**src/rtl/siso.sv**
```systemverilog
// Serial-in serial-out shift register: a fixed DATA_WIDTH-cycle delay line for a 1-bit stream.
// Every stage is its own flop with an asynchronous active-low clear.
module siso #(
  parameter int DATA_WIDTH = 32
) (
  input  logic clk,
  input  logic reset,
  input  logic serial_in,
  output logic serial_out
);

  if (DATA_WIDTH < 1) begin : g_bad_width
    $error("siso: DATA_WIDTH must be >= 1 (got %0d)", DATA_WIDTH);
  end

  logic [DATA_WIDTH-1:0] sr;

  for (genvar i = 0; i < DATA_WIDTH; i++) begin : g_stage
    logic d;
    logic q;

    // Stage 0 samples the serial input; every later stage takes its predecessor.
    if (i == 0) begin : g_head
      assign d = serial_in;
    end else begin : g_tail
      assign d = sr[i-1];
    end

    always_ff @(posedge clk or negedge reset) begin
      if (!reset) begin
        q <= 1'b0;
      end else begin
        q <= d;
      end
    end

    assign sr[i] = q;
  end

  assign serial_out = sr[DATA_WIDTH-1];

endmodule

```
**config.mk**
```make
export PLATFORM = sky130hd
export DESIGN_NAME = siso
export DESIGN_NICKNAME = d
export VERILOG_FILES = /design/src/rtl/siso.sv
export SDC_FILE = /design/constraint.sdc
export NUM_CORES = 1
export LEC_CHECK = 0
export BUFFER_PORTS_ARGS = -buffer_cell sky130_fd_sc_hd__buf_4
export CAP_MARGIN = 20
export CORE_MARGIN = 2
export CORE_UTILIZATION = 45
export CTS_BUF_LIST = sky130_fd_sc_hd__clkbuf_4
export DETAILED_ROUTE_END_ITERATION = 10
export PLACE_DENSITY = 0.58
export SLEW_MARGIN = 20
export SYNTH_ARGS = -nofsm -noshare
export SYNTH_HDL_FRONTEND = slang
export SYNTH_SLANG_ARGS = --single-unit
```
**constraint.sdc**
```tcl
create_clock -name clk -period 0.8 [get_ports clk]
set_input_delay 0.12 -clock clk [delete_from_list [all_inputs] [get_ports clk]]
set_output_delay 0.12 -clock clk [all_outputs]
set_load 0.05 [all_outputs]
```
==> out/qor.txt, run 1 <==
drc violations: 0
element type at the critical path start: flip-flop
layout cell share with drive strength beyond 1: 0.182
post-route cell area: 923 um2
total negative slack: -0.161 ns
CP Data Required Time: 0.68 ns
Detailed Route Iter0 Violations: 3
DR vias: 278
Worst R2R Path Depth: 0
number of buffer cells added on primary ports: 3
Inserted Clock Buffers: 5
Gate Count Post-Synth: 32
RSZ-0062 raised after global routing: true
vias in the first global route: 307
fin crit share: 1.20
xor and xnor area share after synthesis: 0
crit path DAT: 0.84 ns
fmax: 1.04 GHz
Post-Route WL: 828 um
r2r setup slk: 0.31 ns
HP Class: in2async
Clock Sinks: 32
#MultiIn Comb: 0
Syn Area/Cell: 25.0 um2
post-route clock skew: 0.00389 ns
Worst path slowest cell: dfrtp_1
# H-tree levels: 2
global route overflow: 0
Root Buffer: clkbuf_4
dpl hpwl: 388 um
Die ar.: 2130 um2
Cell Pwr Density: 2760 nW/um2
crit-path max FO: 1
post-placement cell count: 60
Setup CP Type: reg2out
Final GP Congestion: 0.769
delay-heaviest family, CP: flip-flops
Worst setup startpoint: serial_out
Compound-Gate Fraction of Synth Area: 0
Synth cell types: 1
sequential cell area fraction in the yosys report: 1.00
Die H: 46.2 um
GRT Util Overall: 0.113
Ys Warns: 0
worst skew pair latency: 0.31 ns
max-slew violation count: 0
Worst Setup Slack, final: -0.161 ns
maximum vdd drop: 1.23 mV
Crit Reg-Reg Startpoint: g_stage[22].q
result of the run: complete, but fails checks
CORE AREA: 1710 um2
synthesized flop and latch total: 32
1st-pass router iterations: 2
worst-path cell chain: buf_6
initial antenna violation count: 0
postcts setup bufs: 0
largest net degree at the start of global routing: 33
min Tclk post-route: 0.961 ns
synthesis-to-layout area growth: 15.3%
area occupied by multi-input gates: 0 um2
CP endpoint kind: output port
failing checks: setup timing
Mapped Area: 801 um2
global-route wire length before repair: 1420 um
Worst-Margin Slew: 0.372 ns
Final Setup Violations: 1
Buffers & Inverters on Critical Path: 1
Final nets: 47
post-synthesis simple-gate area fraction: 0
Synth Area in Adders: 0
drt wl/cell: 12.0 um
Max Cap Violations: 0
Synthesized Nets: 35
clock-pin slew on the worst setup and hold paths: 0.09 ns
mux contribution to synthesized area: 0
fin cells: 69
DP Area: 855 um2
chip width: 46.2 um
Initial Utilization: 0.469
Hold Vio Cnt, Final: 0
Post-DRT Antenna Nets: 0
FF-to-FF End: g_stage[23].q
diodes inserted: 0
number of vias per cell: 4.03
site row count: 15
Static Leak: 0.423 nW
I/O Pins: 4
TritonCTS clock tree: yes
Worst path max stage delay: 0.38 ns
clock tree buffer depth: 2
Slew headroom: 0.752
## metal layers
| metal | GRT usage | part of all wire |
|---|---|---|
| met5 | 0 | 0 |
| met4 | 0.120 | 0.0072 |
| met3 | 0.0706 | 0.085 |
| met2 | 0.114 | 0.36 |
| met1 | 0.150 | 0.54 |
## through the flow
| step | utilization | hold slack, ns | setup WS (ns) | power [W] |
|---|---|---|---|---|
| 3_5_place_dp | 0.500 | 0.0640 | 0.161 | 0.00180 |
| 5_1_grt | 0.541 | 0.298 | -0.191 | 0.00267 |
| 3_3_place_gp | 0.500 | 0.0472 | 0.161 | 0.00180 |
| 2_1_floorplan | - | -0.176 | 0.0941 | 0.00175 |
| 4_1_cts | 0.541 | 0.267 | -0.176 | 0.00258 |
| 6_report | 0.541 | 0.268 | -0.161 | 0.00255 |
## flip-flops by register name, summed over array words and instances (netlist names)
signal and flops:
serial_out 1, g_stage.d 1, g_stage.q 30
## final cells by class
| cell class | instances | area [um2] |
|---|---|---|
| sequential | 32 | 801 |
| fill | 136 | 785 |
| timing repair buffer | 5 | 46.3 |
| clock buffer | 5 | 37.5 |
| tap | 25 | 31.3 |
| clock inverter | 2 | 7.51 |
## worst max path at each step
stage | to | slack [ns] | depth (start not counted)
CTS | serial_out | -0.18 | 1
global route | serial_out | -0.19 | 1
detailed placement | serial_out | 0.16 | 1
global placement | serial_out | 0.16 | 1
finish | serial_out | -0.16 | 1
floorplan | serial_out | 0.09 | 0
## cell usage in the layout (no fill, tap or decap)
cell type	count
dfrtp_1	32
buf_6	1
clkinv_1	2
buf_4	2
dlygate4sd3_1	2
clkbuf_4	5
## report_power, final
group          internal [W]  switching [W]
clock network      0.000306       0.000461
logic             0.0000176      0.0000398
registers           0.00170      0.0000237
## timing repair
| action | 4_1_cts | 5_1_grt |
|---|---|---|
| gates resized for setup | 1 | 0 |
| hold endpoints to repair | 33 | 0 |
| cloned | 0 | 0 |
| hold buffers | 2 | 0 |
| endpoints found under the setup margin | 1 | 1 |
## logic make-up after synthesis
group and count (synthesis):
flip-flops 32
## Yosys cell counts
| library cell | instances | area (um2) |
|---|---|---|
| dfrtp_1 | 32 | 801 |
No activity file was read; power rests on OpenSTA's default activity.
==> run 2, diff against run 1 <==
--- a/config.mk
+++ b/config.mk
@@ -8,10 +8,10 @@
 export BUFFER_PORTS_ARGS = -buffer_cell sky130_fd_sc_hd__buf_4
 export CAP_MARGIN = 20
 export CORE_MARGIN = 2
-export CORE_UTILIZATION = 45
+export CORE_UTILIZATION = 50
 export CTS_BUF_LIST = sky130_fd_sc_hd__clkbuf_4
 export DETAILED_ROUTE_END_ITERATION = 10
-export PLACE_DENSITY = 0.58
+export PLACE_DENSITY = 0.63
 export SLEW_MARGIN = 20
 export SYNTH_ARGS = -nofsm -noshare
 export SYNTH_HDL_FRONTEND = slang
==> run 2 against run 1 <==
Net effect: the flow still finishes with violations (setup timing); sequential share of layout area unchanged; register-to-register slack about the same; sequential power about the same; clock-buffer cell count increased by 2; core utilization increased by 7.2 points; global-route usage increased by 1.2 points; highest routed layer unchanged.
==> out/qor.txt, run 2 (synthesis results as in run 1) <==
final core utilization: 0.613
diodes inserted: 0
number of buffer cells added on primary ports: 3
most frequent cells in the layout: 32 x dfrtp_1, 7 x clkbuf_4, 2 x dlygate4sd3_1, 2 x buf_4
CP endpoint kind: output port
Max Cap Violations: 0
I/O Pins: 4
area occupied by multi-input gates: 0 um2
vias in the first global route: 308
fin crit share: 1.19
Inserted Clock Buffers: 5
Initial Utilization: 0.532
Die H: 44.0 um
GRT Util Overall: 0.126
global-route wire length before repair: 1480 um
Die ar.: 1940 um2
largest net degree at the start of global routing: 33
chip width: 44.0 um
number of fill cells: 109
post-route clock skew: 0.00876 ns
failing checks: setup timing
CORE AREA: 1510 um2
# H-tree levels: 2
maximum vdd drop: 1.42 mV
hold slack: 0.274 ns
Post-DRT Antenna Nets: 0
DR vias: 272
commonest non-fill, non-tap cell in the layout: dfrtp_1
Root Buffer: clkbuf_4
drc violations: 0
global route overflow: 0
Static Leak: 0.431 nW
Final nets: 47
Worst path max stage delay: 0.38 ns
Final GP Congestion: 0.666
Cell Pwr Density: 2850 nW/um2
worst skew pair latency: 0.31 ns
synthesis-to-layout area growth: 15.3%
clock-pin slew on the worst setup and hold paths: 0.09 ns
Slew headroom: 0.757
RSZ-0062 raised after global routing: true
dpl hpwl: 403 um
Hold Vio Cnt, Final: 0
worst-path cell chain: buf_6
max reg flops: 30
delay-heaviest family, CP: flip-flops
Worst-Margin Slew: 0.364 ns
largest register by flop count: g_stage.q
max-slew violation count: 0
1st-pass router iterations: 2
initial antenna violation count: 0
min Tclk post-route: 0.955 ns
TritonCTS clock tree: yes
Detailed Route Iter0 Violations: 2
crit path DAT: 0.83 ns
drt wl/cell: 13.8 um
layout cell share with drive strength beyond 1: 0.222
Buffers & Inverters on Critical Path: 1
fmax: 1.05 GHz
Clock Sinks: 32
Setup CP Type: reg2out
#MultiIn Comb: 0
HP Class: in2async
Worst Setup Slack, final: -0.155 ns
CP Data Required Time: 0.68 ns
total negative slack: -0.155 ns
clock tree buffer depth: 2
number of vias per cell: 4.46
element type at the critical path start: flip-flop
site row count: 14
result of the run: complete, but fails checks
Worst path slowest cell: dfrtp_1
crit-path max FO: 1
Post-Route WL: 840 um
Final Setup Violations: 1
## run 2: path summary, 6_finish.rpt
kind | start | end | slack, ns | cells after the start
max | serial_out | serial_out | -0.15 | 1
min | reset | g_stage[15].q | 0.27 | 2
max reg2reg | g_stage[3].q | g_stage[4].q | 0.31 | 0
min reg2reg | g_stage[30].q | serial_out | 0.35 | 0
max in group asynchronous | reset | g_stage[4].q | 0.25 | 2
min in group clk | g_stage[30].q | serial_out | 0.35 | 0
## run 2: repair_timing
item | in CTS | in global routing
resized for setup | 1 | 0
pin swaps | 0 | 0
hold buffers | 2 | 0
setup endpoints to repair | 1 | 1
cloned | 0 | 0
endpoints found under the hold margin | 33 | 0
buffers inserted | 0 | 0
## run 2: per-layer routing
| layer | global-route usage | vias up | wire length [um] |
|---|---|---|---|
| li1 | - | 120 | - |
| met1 | 0.173 | 143 | 436 |
| met2 | 0.138 | 7 | 335 |
| met3 | 0.0735 | 2 | 51 |
| met4 | 0.109 | 0 | 16 |
| met5 | 0 | - | 0 |
## run 2: layout make-up
cell class / instances / area, um2 / area share
clock inverter: 1 / 3.75 / 0.00407
sequential: 32 / 801 / 0.867
clock buffer: 7 / 52.6 / 0.0569
tap: 16 / 20.0 / 0.0217
timing repair buffer: 5 / 46.3 / 0.0501
## run 2: metrics by stage
step	std cells	worst slack, ns	power [W]	area, um2
floorplan	32	0.0941	0.00175	801
global placement	51	0.160	0.00180	843
detailed placement	51	0.151	0.00180	843
CTS	61	-0.177	0.00268	923
global route	61	-0.190	0.00276	923
finish	61	-0.155	0.00263	923
## run 2: report_power, final
| part | internal, W | switching [W] | total (W) |
|---|---|---|---|
| clock network | 0.000405 | 0.000445 | 0.000850 |
| registers | 0.00170 | 0.0000250 | 0.00172 |
| logic | 0.0000176 | 0.0000393 | 0.0000569 |
